File: src/rtl/arb_pkg.sv
// Shared definitions for the bus arbiters: FSM state encoding, reset weight
// and the index-width helper used to size master index ports.
package arb_pkg;

  typedef enum logic [1:0] {
    IDLE,
    GRANT,
    GAP
  } arb_state_e;

  localparam int DEFAULT_WEIGHT = 1;

  // Width of an index that can address n masters (at least one bit).
  function automatic int idx_w(input int n);
    return (n > 1) ? $clog2(n) : 1;
  endfunction

endpackage

File: src/rtl/rr_pick.sv
// Rotating find-first: returns the first set bit of mask, scanning upward
// from start and wrapping around. Purely combinational.
module rr_pick
  import arb_pkg::*;
#(
  parameter  int N     = 4,
  localparam int IDX_W = idx_w(N)
) (
  input  logic [N-1:0]     mask,
  input  logic [IDX_W-1:0] start,
  output logic [IDX_W-1:0] idx,
  output logic             found
);

  // Walk the N positions starting at start; the first hit wins.
  always_comb begin
    // NOTE: every output gets a default before the loop so no path leaves it
    // unassigned, which would otherwise infer a latch.
    idx   = '0;
    found = 1'b0;
    for (int k = 0; k < N; k++) begin
      if (!found && mask[(int'(start) + k) % N]) begin
        found = 1'b1;
        idx   = IDX_W'((int'(start) + k) % N);
      end
    end
  end

endmodule

File: src/rtl/wrr_burst_arbiter.sv
// Weighted round-robin arbiter granting the shared bus at burst granularity.
// A master keeps the grant for up to its weight in beats or until it flags
// last; every release is followed by a single idle turnaround cycle.
module wrr_burst_arbiter #(
  parameter int N              = 4,
  parameter int WEIGHT_W       = 4,
  parameter int DEFAULT_WEIGHT = arb_pkg::DEFAULT_WEIGHT
) (
  input  logic                  clk,
  input  logic                  rst,
  input  logic [N-1:0]          req,
  input  logic [N-1:0]          last,
  input  logic                  beat,
  input  logic                  cfg_wr,
  input  logic [$clog2(N)-1:0]  cfg_idx,
  input  logic [WEIGHT_W-1:0]   cfg_weight,
  output logic [N-1:0]          gnt,
  output logic                  gnt_valid,
  output logic [$clog2(N)-1:0]  gnt_idx,
  output logic [WEIGHT_W-1:0]   credit
);

  import arb_pkg::*;

  localparam int IDX_W = $clog2(N);

  arb_state_e          state_q, state_d;
  logic [N-1:0]        gnt_q, gnt_d;
  logic [IDX_W-1:0]    gnt_idx_q, gnt_idx_d;
  logic [IDX_W-1:0]    rr_ptr_q, rr_ptr_d;
  logic [WEIGHT_W-1:0] credit_q, credit_d;
  logic [WEIGHT_W-1:0] weight_q [N];

  logic [IDX_W-1:0]    pick_idx;
  logic                pick_found;
  logic                release_burst;

  // A programmed weight of zero still allows one beat per grant.
  function automatic logic [WEIGHT_W-1:0] eff_weight(input logic [WEIGHT_W-1:0] w);
    return (w == '0) ? WEIGHT_W'(1) : w;
  endfunction

  rr_pick #(.N(N)) u_pick (
    .mask  (req),
    .start (rr_ptr_q),
    .idx   (pick_idx),
    .found (pick_found)
  );

  // Next-state logic: arbitrate in IDLE/GAP, count beats and release in GRANT.
  always_comb begin
    state_d       = state_q;
    gnt_d         = gnt_q;
    gnt_idx_d     = gnt_idx_q;
    credit_d      = credit_q;
    rr_ptr_d      = rr_ptr_q;
    release_burst = 1'b0;
    case (state_q)
      IDLE, GAP: begin
        gnt_d     = '0;
        gnt_idx_d = '0;
        credit_d  = '0;
        state_d   = IDLE;
        if (pick_found) begin
          state_d         = GRANT;
          gnt_d[pick_idx] = 1'b1;
          gnt_idx_d       = pick_idx;
          // Registered weight: a write landing on this same edge is not seen.
          credit_d        = eff_weight(weight_q[pick_idx]);
        end
      end
      GRANT: begin
        release_burst = !req[gnt_idx_q] ||
                        (beat && (last[gnt_idx_q] || credit_q == WEIGHT_W'(1)));
        if (release_burst) begin
          state_d   = GAP;
          gnt_d     = '0;
          gnt_idx_d = '0;
          credit_d  = '0;
          // Released master drops to lowest priority for the next pick.
          rr_ptr_d  = (gnt_idx_q == IDX_W'(N - 1)) ? '0 : gnt_idx_q + IDX_W'(1);
        end else if (beat) begin
          credit_d = credit_q - WEIGHT_W'(1);
        end
      end
      default: begin
        state_d   = IDLE;
        gnt_d     = '0;
        gnt_idx_d = '0;
        credit_d  = '0;
      end
    endcase
  end

  // Arbiter state and registered grant outputs.
  always_ff @(posedge clk) begin
    // NOTE: state flops use non-blocking assignments so every flop samples
    // the pre-edge values regardless of statement order.
    if (rst) begin
      state_q   <= IDLE;
      gnt_q     <= '0;
      gnt_idx_q <= '0;
      credit_q  <= '0;
      rr_ptr_q  <= '0;
    end else begin
      state_q   <= state_d;
      gnt_q     <= gnt_d;
      gnt_idx_q <= gnt_idx_d;
      credit_q  <= credit_d;
      rr_ptr_q  <= rr_ptr_d;
    end
  end

  // Per-master weight registers; out-of-range indices are dropped.
  always_ff @(posedge clk) begin
    // NOTE: this small register file is reset on purpose, since software may
    // rely on every master starting at the default weight.
    if (rst) begin
      for (int i = 0; i < N; i++) begin
        weight_q[i] <= WEIGHT_W'(DEFAULT_WEIGHT);
      end
    end else if (cfg_wr && (int'(cfg_idx) < N)) begin
      weight_q[cfg_idx] <= cfg_weight;
    end
  end

  assign gnt       = gnt_q;
  assign gnt_valid = |gnt_q;
  assign gnt_idx   = gnt_idx_q;
  assign credit    = credit_q;

endmodule

File: config.mk
export PLATFORM = sky130hd
export DESIGN_NAME = wrr_burst_arbiter
export DESIGN_NICKNAME = d
export VERILOG_FILES = /design/src/rtl/arb_pkg.sv /design/src/rtl/rr_pick.sv /design/src/rtl/wrr_burst_arbiter.sv
export SDC_FILE = /design/constraint.sdc
export NUM_CORES = 1
export LEC_CHECK = 0
export BUFFER_PORTS_ARGS = -buffer_cell sky130_fd_sc_hd__buf_2
export CAP_MARGIN = 0
export CORE_MARGIN = 1
export CORE_UTILIZATION = 40
export CTS_CLUSTER_DIAMETER = 40
export DETAILED_ROUTE_END_ITERATION = 6
export MAX_ROUTING_LAYER = met4
export PLACE_DENSITY = 0.73
export REMOVE_ABC_BUFFERS = 1
export SLEW_MARGIN = 40
export SYNTH_ARGS = -nofsm -noshare
export SYNTH_HDL_FRONTEND = slang
export SYNTH_HIERARCHICAL = 1
export SYNTH_SLANG_ARGS = --single-unit
File: constraint.sdc
create_clock -name clk -period 2.7 [get_ports clk]
set_clock_uncertainty 0.1 [all_clocks]
set_input_delay 0.27 -clock clk [delete_from_list [all_inputs] [get_ports clk]]
set_output_delay 0.27 -clock clk [all_outputs]
set_load 0.02 [all_outputs]
==> flow_metrics.env <==
export IMPL_dr_pass1_iters=4
export IMPL_core_sq_um=3720
export IMPL_ys_ff_latch=30
export IMPL_cts_hold_buffers=0
export IMPL_status="finished, final reports clean"
export IMPL_finalHoldViolCount=0
export IMPL_ant_nets=0
export IMPL_die_h_um=64.8
export IMPL_min_path_cells=2
export IMPL_cap_violations=0
export IMPL_vias=1260
export IMPL_cts_sinks=30
export IMPL_combPwrFrac_pct=21.2
export IMPL_internal_power_uw=843
export IMPL_yosysSeqAreaShare_pct=48.2
export IMPL_nets=202
export IMPL_yosys_area_top_type="edfxtp_1"
export IMPL_grt_max_degree=10
export IMPL_fmax_mhz=459
export IMPL_dieArea_sq_um=4200
export IMPL_cts_buffers_inserted=5
export IMPL_antennaDiodeCount=0
export IMPL_slew_violations=0
export IMPL_dieWidth_um=64.8
export IMPL_power_switching_uw=331
export IMPL_power_leakage_uw=0.000756
export IMPL_multi_input_comb_area_sq_um=761
export IMPL_ys_warn_count=6
export IMPL_insertion_delay_ns=0.28
export IMPL_grt_pass1_vias=1212
export IMPL_setup_violations=0
export IMPL_drive_above_1_share_pct=26.9
export IMPL_synthesis_instances=146
export IMPL_overflow=0
export IMPL_ios=29
export IMPL_drtIter0Drc=97
export IMPL_ys_top_cells_by_count="edfxtp_1 (16), dfxtp_1 (14), and2_1 (12)"
export IMPL_relSlewSlack_pct=65.0
export IMPL_grt_antenna_before_repair=0
export IMPL_cp_max_fo=8
export IMPL_yosysTopAreaCellShare_pct=30.4
export IMPL_min_path_type="in2reg"
export IMPL_viasPerCell=5.48
export IMPL_num_rows=22
export IMPL_peakVddDrop_uv=346
export IMPL_drc=0
export IMPL_worstPathArrival_ns=2.27
export IMPL_routed_wl_um=3300
export IMPL_dp_hpwl_um=2610
export IMPL_synth_edf_count=16
export IMPL_syn_to_final_growth_pct=19.1
export IMPL_worstSetupStartpointType="register"
export IMPL_cts_resized=0
export IMPL_p_total_uw=1170
export IMPL_tns_ns=0
export IMPL_p_seq_share_pct=47.9
export IMPL_worst_pin_slew_ns=0.525
export IMPL_cts_root_buf="clkbuf_8"
export IMPL_avgSynthCellArea_sq_um=10.8
export IMPL_period_minus_slack_ns=2.18
export IMPL_portBuffers=28
export IMPL_wl_per_cell_um=14.3
export IMPL_post_cts_buffers=0
export IMPL_rsz0062_at_grt="no"
export IMPL_clk_pin_slew_ns=0.06
export IMPL_clock_power_share_pct=31.0
export IMPL_critPathRequiredTime_ns=2.79
export IMPL_p_per_area_nw_per_um2=624
export IMPL_synth_distinct_cells=42
export IMPL_reg2reg_depth=8
export IMPL_yosys_top_cells_area="edfxtp_1 (30%), dfxtp_1 (18%), mux4_2 (7.1%)"
export IMPL_cts_max_level=2
export IMPL_synth_flop_cell="edfxtp_1"
export IMPL_tritoncts="yes"
export IMPL_grt_pass1_wl_um=5550
export IMPL_start_util_pct=42.5
export IMPL_critPathCaptureType="register"
export IMPL_synth_area_sq_um=1580
export IMPL_nFillCells=366
export IMPL_grt_total_usage_pct=18.1
export IMPL_fin_crit_sh_pct=80.8
export IMPL_seq_area_sq_um=761
export IMPL_switching_share_pct=28.2
export IMPL_gp_congestion=0.811
export IMPL_clockBufferDepth=2
export IMPL_synth_async_sr_flop_share_pct=0
export IMPL_yosysMostFrequentCell="edfxtp_1"
export IMPL_criticalPathCategory="reg2reg"
cell families (layout without fill, tap and decap cells):
| family | after synthesis | in the layout | share of synthesized area (%) |
|---|---|---|---|
| xor+xnor | 1 | 1 | 0.555 |
| simple gates | 60 | 60 | 22.3 |
| mux | 8 | 8 | 10.1 |
| compound gates | 29 | 29 | 12.9 |
| flops | 30 | 30 | 48.2 |
| fa+ha+maj | 3 | 3 | 2.38 |
| buf+inv | 15 | 51 | 3.64 |
per-layer routing:
layer  track usage [%]  part of all wire [%]  vias up
met5                 -                     0        -
met4              5.28                  0.97        0
met3              4.75                   4.9        5
met2              31.3                    51       44
met1              20.4                    43      600
li1                  -                     -      611
state kept, by name, summed over array words and instances (netlist names):
name / cells
gnt_idx: 2
gnt: 4
rr_ptr_q: 2
credit: 4
weight_q: 16
state_q: 2
critical path, cell delays in order, from the launching register on:
cell	delay, ns
dfxtp_1	0.37
inv_2	0.05
a221o_1	0.32
a21oi_1	0.16
buf_4	0.19
mux4_2	0.54
nor3_1	0.17
o21ai_0	0.09
o21ai_0	0.09
placed cells by master (no fill, tap or decap), types with 4 or more instances in the layout:
master / n
o21ai_0: 7
nor2_1: 4
inv_1: 11
nor2b_1: 4
nor3b_1: 5
mux4_2: 5
nand3_1: 5
edfxtp_1: 16
buf_2: 28
nand2b_1: 8
dfxtp_1: 14
and2_1: 12
clkbuf_8: 6
a21oi_1: 4
nand2_1: 9
path summary, 6_finish.rpt:
check,from,endpoint,slack (ns)
worst max-delay path,rr_ptr_q[0]$_SDFFE_PP0P_,credit[0]$_SDFFE_PP0P_,0.52
worst min-delay path,cfg_weight[0],weight_q[1][0]$_SDFFCE_PN1P_,0.19
worst max register to register,rr_ptr_q[0]$_SDFFE_PP0P_,credit[0]$_SDFFE_PP0P_,0.52
worst min register to register,gnt[2]$_SDFFE_PP0P_,gnt[2]$_SDFFE_PP0P_,0.39
power by group through the flow:
stage	clock [uW]	combinational (uW)	sequential [uW]
floorplan	0	148	580
global placement	0	236	568
detailed placement	0	248	571
CTS	367	249	561
global route	390	274	568
finish	364	248	562
metrics by stage:
| step | setup WS [ns] | hold WS [ns] | util, % | std cells | instance area (sq um) |
|---|---|---|---|---|---|
| finish | 0.520 | 0.188 | 50.6 | 230 | 1880 |
| global route | 0.426 | 0.188 | 50.6 | 230 | 1880 |
| CTS | 0.512 | 0.187 | 50.6 | 230 | 1880 |
| detailed placement | 0.472 | 0.378 | 48.1 | 222 | 1790 |
| global placement | 0.585 | 0.371 | 48.1 | 222 | 1790 |
| floorplan | 0.353 | 0.348 | - | 143 | 1570 |
cell type report:
| cell class | instances | share of cell area [%] |
|---|---|---|
| clock buffer | 7 | 4.59 |
| clock inverter | 1 | 0.266 |
| inverter | 12 | 2.40 |
| multi-input combinational | 101 | 40.5 |
| sequential | 30 | 40.5 |
| tap | 48 | 3.19 |
| timing repair buffer | 31 | 8.65 |
(Power assumes the default switching activity.)
